### src/rtl/edge_detc_array.sv
// Multi-channel synchronising edge detector with sticky W1C pending flags and one masked irq.
// Optional debounce filter is enabled by defining EDGE_DETC_DEBOUNCE_EN.
module edge_detc_array #(
   parameter int   N           = 4,
   parameter int   SYNC_STAGES = 2,
   parameter int   DB_CYCLES   = 4,
   parameter int   DB_W        = 3,
   parameter logic RESET_LEVEL = 1'b1
) (
   input  logic           clk,
   input  logic           reset,
   input  logic [N-1:0]   signal,
   input  logic [2*N-1:0] mode,
   input  logic [N-1:0]   irq_mask,
   input  logic [N-1:0]   clr,
   output logic [N-1:0]   level,
   output logic [N-1:0]   pulse,
   output logic [N-1:0]   pending,
   output logic           irq
);

   if (N < 1 || N > 32 || SYNC_STAGES < 2 || DB_CYCLES < 1 || DB_W < 1) begin : g_bad_params
      $error("edge_detc_array: illegal parameter combination");
   end

   function automatic logic [N-1:0] edge_pulse(input logic [N-1:0]   level_old,
                                               input logic [N-1:0]   level_new,
                                               input logic [2*N-1:0] mode_sel);
      logic [N-1:0] result;
      result = '0;
      for (int i = 0; i < N; i++) begin
         result[i] = (~level_old[i] &  level_new[i] & mode_sel[2*i])
                   | ( level_old[i] & ~level_new[i] & mode_sel[2*i+1]);
      end
      return result;
   endfunction

   logic [N-1:0] sync_p [SYNC_STAGES];
   logic [N-1:0] sync_last;
   logic [N-1:0] level_next;
   logic [N-1:0] pulse_next;
   logic [N-1:0] pending_next;

   // Synchroniser chain: stage 0 samples the raw asynchronous inputs.
   always_ff @(posedge clk) begin
      if (reset) begin
         for (int s = 0; s < SYNC_STAGES; s++) begin
            sync_p[s] <= {N{RESET_LEVEL}};
         end
      end else begin
         sync_p[0] <= signal;
         for (int s = 1; s < SYNC_STAGES; s++) begin
            sync_p[s] <= sync_p[s-1];
         end
      end
   end

   assign sync_last = sync_p[SYNC_STAGES-1];

`ifdef EDGE_DETC_DEBOUNCE_EN
   if ((DB_CYCLES - 1) >= (1 << DB_W)) begin : g_bad_db_w
      $error("edge_detc_array: DB_W too narrow for DB_CYCLES");
   end

   localparam logic [DB_W-1:0] DB_LAST = DB_W'(DB_CYCLES - 1);

   logic [DB_W-1:0] db_cnt [N];

   // Count consecutive cycles the synchronised input disagrees with the accepted level.
   always_ff @(posedge clk) begin
      if (reset) begin
         for (int i = 0; i < N; i++) begin
            db_cnt[i] <= '0;
         end
      end else begin
         for (int i = 0; i < N; i++) begin
            if (sync_last[i] == level[i] || db_cnt[i] == DB_LAST) begin
               db_cnt[i] <= '0;
            end else begin
               db_cnt[i] <= db_cnt[i] + DB_W'(1);
            end
         end
      end
   end

   always_comb begin
      level_next = level;
      for (int i = 0; i < N; i++) begin
         if (sync_last[i] != level[i] && db_cnt[i] == DB_LAST) begin
            level_next[i] = sync_last[i];
         end
      end
   end
`else
   assign level_next = sync_last;
`endif

   assign pulse_next   = edge_pulse(level, level_next, mode);
   // A new edge wins over a clear strobe arriving in the same cycle.
   assign pending_next = (pending & ~clr) | pulse_next;

   // Output stage: irq is registered from the pending register, one cycle behind it.
   always_ff @(posedge clk) begin
      if (reset) begin
         level   <= {N{RESET_LEVEL}};
         pulse   <= '0;
         pending <= '0;
         irq     <= 1'b0;
      end else begin
         level   <= level_next;
         pulse   <= pulse_next;
         pending <= pending_next;
         irq     <= |(pending & irq_mask);
      end
   end

endmodule
### config.mk
export PLATFORM = sky130hd
export DESIGN_NAME = edge_detc_array
export DESIGN_NICKNAME = d
export VERILOG_FILES = /design/src/rtl/edge_detc_array.sv
export SDC_FILE = /design/constraint.sdc
export NUM_CORES = 1
export LEC_CHECK = 0
export CAP_MARGIN = 20
export CORE_MARGIN = 2
export CORE_UTILIZATION = 40
export CTS_BUF_LIST = sky130_fd_sc_hd__clkbuf_4 sky130_fd_sc_hd__clkbuf_8 sky130_fd_sc_hd__clkbuf_16
export DETAILED_ROUTE_END_ITERATION = 10
export MAX_ROUTING_LAYER = met4
export PLACE_DENSITY = 0.81
export SYNTH_ARGS = -nofsm -noshare
export SYNTH_HDL_FRONTEND = slang
export SYNTH_SLANG_ARGS = --single-unit
### constraint.sdc
create_clock -name clk -period 1.1 [get_ports clk]
set_input_delay 0.11 -clock clk [delete_from_list [all_inputs] [get_ports clk]]
set_output_delay 0.11 -clock clk [all_outputs]
set_load 0.02 [all_outputs]
After elaboration in Yosys (flattened, before gate mapping)
Memory sizes are Yosys's and may differ from the RTL's.
Cells that the tools add are included.
Widths: inputs -> output; s select.

word-level totals
  flip-flop bits (word level) = 13
  bits in writable memories = 8
  bits of input ports = 22
  output and inout port bits = 13
  word-level logic and storage cells = 45
  memories kept = 1

memory list
  memory  words  width  rd ports  clocked after Yosys merged registers in  wr ports  RTL line  text
  sync_p  2      4      2         0                                        2         38        logic [N-1:0] sync_p [SYNC_STAGES];

operators by class
  multiplexer cells = 5
  bitwise logic cells = 34
  reduce and logical (&&, ||, !) cells = 1

operators by type and width
  cell             count
  $and 1x1->1      16
  $and 4x4->4      2
  $mux 4           2
  $not 1->1        8
  $or 1x1->1       6
  $not 4->4        1
  $or 4x4->4       1
  $reduce_or 4->1  1
  $mux 1           3

Depth between registers and ports, before layout
Gate-level depths: netlist (run 1).

  depth after elaboration = 5
  depth in mapped cells = 2

Worst setup path after synthesis (run 1)
No wires, ideal clock.

  path type = register to register
  start = register level[0]
  end = register pending[0]
  library setup time = 0.123 ns
  data arrival time = 0.643 ns
  path slack = 0.334 ns
  cell stages (with the launch flop) = 3
  path buffers = 0
  clock period less this slack = 0.766 ns
  cells stage by stage = dfxtp_1 nand3b_1 a31oi_1

between the ends
  longest elaborated chain between the ends = 5

ends and longest elaborated chain
  element                    RTL line  text
  start, declared            16        output logic [N-1:0] level,
  start signal, assigned     105       level <= {N{RESET_LEVEL}};
  start signal, assigned     110       level <= level_next;
  $not 1->1                  32        result[i] = (~level_old[i] & level_new[i] & mode_sel[2*i])
  $and 1x1->1 (2 in series)  32
  $or 1x1->1 (*)             33        | ( level_old[i] & ~level_new[i] & mode_sel[2*i+1]);
  $or 4x4->4 (*)             100       assign pending_next = (pending & ~clr) | pulse_next;
  end signal, assigned       112       pending <= pending_next;
  end, declared              18        output logic [N-1:0] pending,

Every way passes the cells marked *; elsewhere a longest branch is shown, timed or not.
A chain may end at the register's enable or synchronous reset.

Worst setup path after layout (run 1)
  start = register pulse[1]
  end = output port pulse[1]

RTL lines
  element                 RTL line  text
  start, declared         17        output logic [N-1:0] pulse,
  start signal, assigned  111       pulse <= pulse_next;

No word-level cell between the ends.

==> results of run 1 <==
## what timing repair did
| item | in CTS | in global routing |
|---|---|---|
| buffers inserted | 0 | 0 |
| pin swaps | 0 | 0 |
| resized for setup | 23 | 10 |
| setup endpoints to repair | 13 | 10 |
## cell families (layout without fill, tap and decap cells)
group                  Yosys count  in the layout
and+or+nand+nor                 24             24
buffers and inverters            2             41
AOI/OAI and AO/OA               11             11
DFF                             21             21
## state kept, by name, summed over array words and instances, names as in the netlist
register and cells:
sync_p 8, level 4, pending 4, pulse 4
irq 1
## layout make-up
class	instances	area, µm²	share of cell area [%]
well taps	16	20.0	1.95
repair buffers	37	332	32.3
multi-input cells	35	225	21.9
clock buffers	3	22.5	2.19
clock inverters	1	5.00	0.487
flip-flops and latches	21	423	41.2
## cells in the mapped netlist
| cell | instances |
|---|---|
| sky130_fd_sc_hd__a22oi_1 | 2 |
| sky130_fd_sc_hd__nand2b_1 | 4 |
| sky130_fd_sc_hd__dfxtp_1 | 21 |
| sky130_fd_sc_hd__or2_1 | 12 |
| sky130_fd_sc_hd__buf_6 | 2 |
| sky130_fd_sc_hd__a31oi_1 | 4 |
| sky130_fd_sc_hd__nand3b_1 | 8 |
| sky130_fd_sc_hd__a21oi_1 | 5 |
## layout by cell type (no fill, tap or decap)
cell	count
sky130_fd_sc_hd__clkinv_2	1
sky130_fd_sc_hd__clkbuf_4	3
sky130_fd_sc_hd__clkdlybuf4s15_2	2
sky130_fd_sc_hd__dlygate4sd2_1	3
sky130_fd_sc_hd__buf_4	3
sky130_fd_sc_hd__a31oi_1	4
sky130_fd_sc_hd__dfxtp_2	2
sky130_fd_sc_hd__a21oi_1	5
sky130_fd_sc_hd__dfxtp_1	19
sky130_fd_sc_hd__a22oi_1	2
sky130_fd_sc_hd__clkdlybuf4s50_1	21
sky130_fd_sc_hd__nand2b_1	4
sky130_fd_sc_hd__nand3b_1	8
sky130_fd_sc_hd__or2_1	12
sky130_fd_sc_hd__clkbuf_2	6
sky130_fd_sc_hd__clkdlybuf4s15_1	2
## final timing paths
kind	depth (start not counted)	slack [ns]	endpoint	from
setup / recovery	1	0.04	pulse[1]	pulse[1]
hold / removal	2	0.35	sync_p[0][2]	signal[2]
setup reg to reg	3	0.29	irq	pending[3]
hold reg to reg	1	0.41	sync_p[0][6]	sync_p[0][2]
## power groups by stage
stage,clock network [mW],registers [mW],logic (mW)
5_1_grt,0.410,0.804,0.166
6_report,0.368,0.800,0.155
2_1_floorplan,0,0.834,0.0397
3_3_place_gp,0,0.817,0.164
4_1_cts,0.383,0.800,0.159
3_5_place_dp,0,0.818,0.166
## metal layers
metal / routed length (µm) / up-vias
li1: - / 278
met1: 513 / 231
met2: 638 / 19
met3: 95 / 5
met4: 41 / 0
met5: 0 / -
## metrics by stage
stage	setup WS [ns]	instance area (µm²)	utilization (%)	hold WS, ns
after floorplan	0.334	668	-	0.207
after global placement	0.0366	1030	66.7	0.384
after detailed placement	0.0290	1030	66.7	0.388
after CTS	0.00151	1050	68.3	0.341
after global routing	0.0124	1030	66.6	0.337
final	0.0370	1030	66.6	0.346
==> results, run 1 <==
- The most crowded layer after global routing is met2.
- The register clock-pin slew on the reported worst setup and hold paths is 0.11 ns.
- The switching power is 0.296 mW.
- The adder and majority cell fraction of the synthesized area is 0%.
- The die covers 2010 µm².
- VDD sags by at most 0.000931 V.
- Sequential elements use 62.9% of the synthesized area.
- For the pin with the worst max-slew slack, the measured transition is 0.221 ns.
- The number of antenna violations at the first check in global routing is 0.
- The data arrival time of the critical path is 0.95 ns.
- The switching fraction of total power is 22.3%.
- Yosys printed 0 warnings.
- Once the floorplan was initialized, standard cells occupied 43.3% of the core.
- The sequential fraction of design power is 60.5%.
- The weighted congestion at the end of routability-driven global placement is 0.685.
- The CTS tree is done.
- The slowest cell on the critical path is sky130_fd_sc_hd__dlygate4sd2_1.
- The detail route stage leaves a number of antenna-violating nets equal to 0.
- Entering global routing, the biggest net connects 13 pins.
- The worst setup path is launched from a flip-flop.
- The total placed cells including tap cells is 109.
- The critical path's top delay family is buffers and inverters.
- The mean routed wirelength per cell is 11.4 µm.
- The mean area per synthesized cell is 11.5 µm².
- In the synthesized netlist, mux cells make up 0% of the area.
- In the global route stage, met2 resource usage came out at 25.2%.
- The fraction of met3 tracks used by global routing is 2.80%.
- The area share of the largest cell type after synthesis is 62.9%.
- In this run, the clock network consumes 27.8% of the power.
- The fraction of met1 tracks used by global routing is 14.3%.
- The maximum fanout encountered on the critical timing path is 1.
- The number of nets produced by synthesis is 80.
- The vias after detailed routing is 533.
- The path type of the worst min-delay path is in2reg.
- For this run the aggregate overflow at the end of global routing stands at 0.
- The fraction of the cycle the final worst path needs is 96.6%.
- The number of buffers added by the clock tree synthesis step is 3.
- The type of element capturing the critical path is a primary output.
- The clock latency of the later-clocked register in the worst-skew pair is 0.31 ns.
- For this design, the CTS-stage hold fixing added 0 buffers.
- Power comes to 1.32 mW.
- The fraction of layout cells with a size suffix above 1 is 17.5%.
- After the first detailed-routing iteration, the DRC count stood at 4.
- The setup path with the least slack is of type reg2out.
- The number of endpoints failing setup at the final stage is 0.
- After filler insertion, the fill cell instance count of the layout stands at 123.
- The number of primary I/O pins is 35.
- Row generation in the floorplan step produced 14 rows.
- After detailed routing, the number of remaining DRC violations is 0.
- The highest achievable clock rate is 0.941 GHz.
- The count of buffers added on input and output ports is 34.
- Leaving out filler cells and counting taps, the final layout contains 113.
- Of all cell types, the one taking the most synthesized area is sky130_fd_sc_hd__dfxtp_1.
- The root buffer cell chosen for the clock tree is sky130_fd_sc_hd__clkbuf_4.
- The internal power summed over all cells is 1.03 mW.
- The repair_antennas step left the layout with diodes totalling 0.
- The sum of negative setup slack is 0 ns.
- The netlist area before placement is 668 µm².
- The die height is 44.9 µm.
- Counting both buffers and inverters, the worst setup path holds a total of 1.
- Across the run, the number of max-cap violations was 0.
- Walking the worst path, the cells encountered are dlygate4sd2_1.
- Using the TritonRoute via totals, the vias-per-cell ratio works out to 4.72.
- Counting flops and latches in the post-synthesis netlist gives 21.
- The endpoint required time on the critical path is 0.99 ns.
- Setup repair after global routing left no endpoint under its margin.
- In this run the static leakage power is 0.397 nW.
- The wire length of the first global-routing pass is 2010 µm.
- The aggregate routed wire length is 1290 µm.
- Before antenna repair, the detailed router went through 3 iterations.
- Ranked by total cell area, the synthesized netlist is headed by sky130_fd_sc_hd__dfxtp_1, sky130_fd_sc_hd__or2_1, sky130_fd_sc_hd__nand3b_1.
- The number of clock sinks is 21.
- The final hold violation count is 0.
- The aggregate global-route resource usage is 14.8%.
- Counting along the longest clock path gives a buffer depth of 2.
- In the synthesized netlist, the number of instances is 58.
- The simple logic cell fraction of the synthesized area is 24.0%.
- The post-synthesis to final-layout area growth is 53.7%.
- For this run, the slowest stage of the critical path takes 0.33 ns.
- In this run the tightest slew margin relative to its limit is 85.3%.
- The flow ran to the end, and the final reports show no timing, DRC or antenna violations.
- Yosys mapped the design onto 8 distinct sky130hd cell types.
- Summing the areas of all compound-gate instances in the mapped netlist gives 9.74% of the synthesized area.
- The xor and xnor area share after synthesis is 0%.
- The clock skew after layout is 0.00286 ns.
- The area of the core is 1540 µm².
- Of the total power, combinational logic draws 11.7%.
- The minimum clock period after layout is 1.06 ns.
- The number of slew-limit violations in the final report is 0.
- In this run the number of H-tree levels came out at 1.
- By area, the combinational part of the netlist is dominated by simple AND/OR/NAND/NOR gates.
- For this run, the post-layout net count is 120.
- The power per unit of standard cell area is 1290 nW/µm².
- The x dimension of the die is 44.9 µm.
- The number of global-route vias before repair is 517.
(Power assumes the default switching activity.)
==> run 2: changes to the inputs <==
- CTS_CLUSTER_SIZE: default -> 16
==> results of run 2 <==
No change in the layout: final DEF, timing and power equal those of run 1.
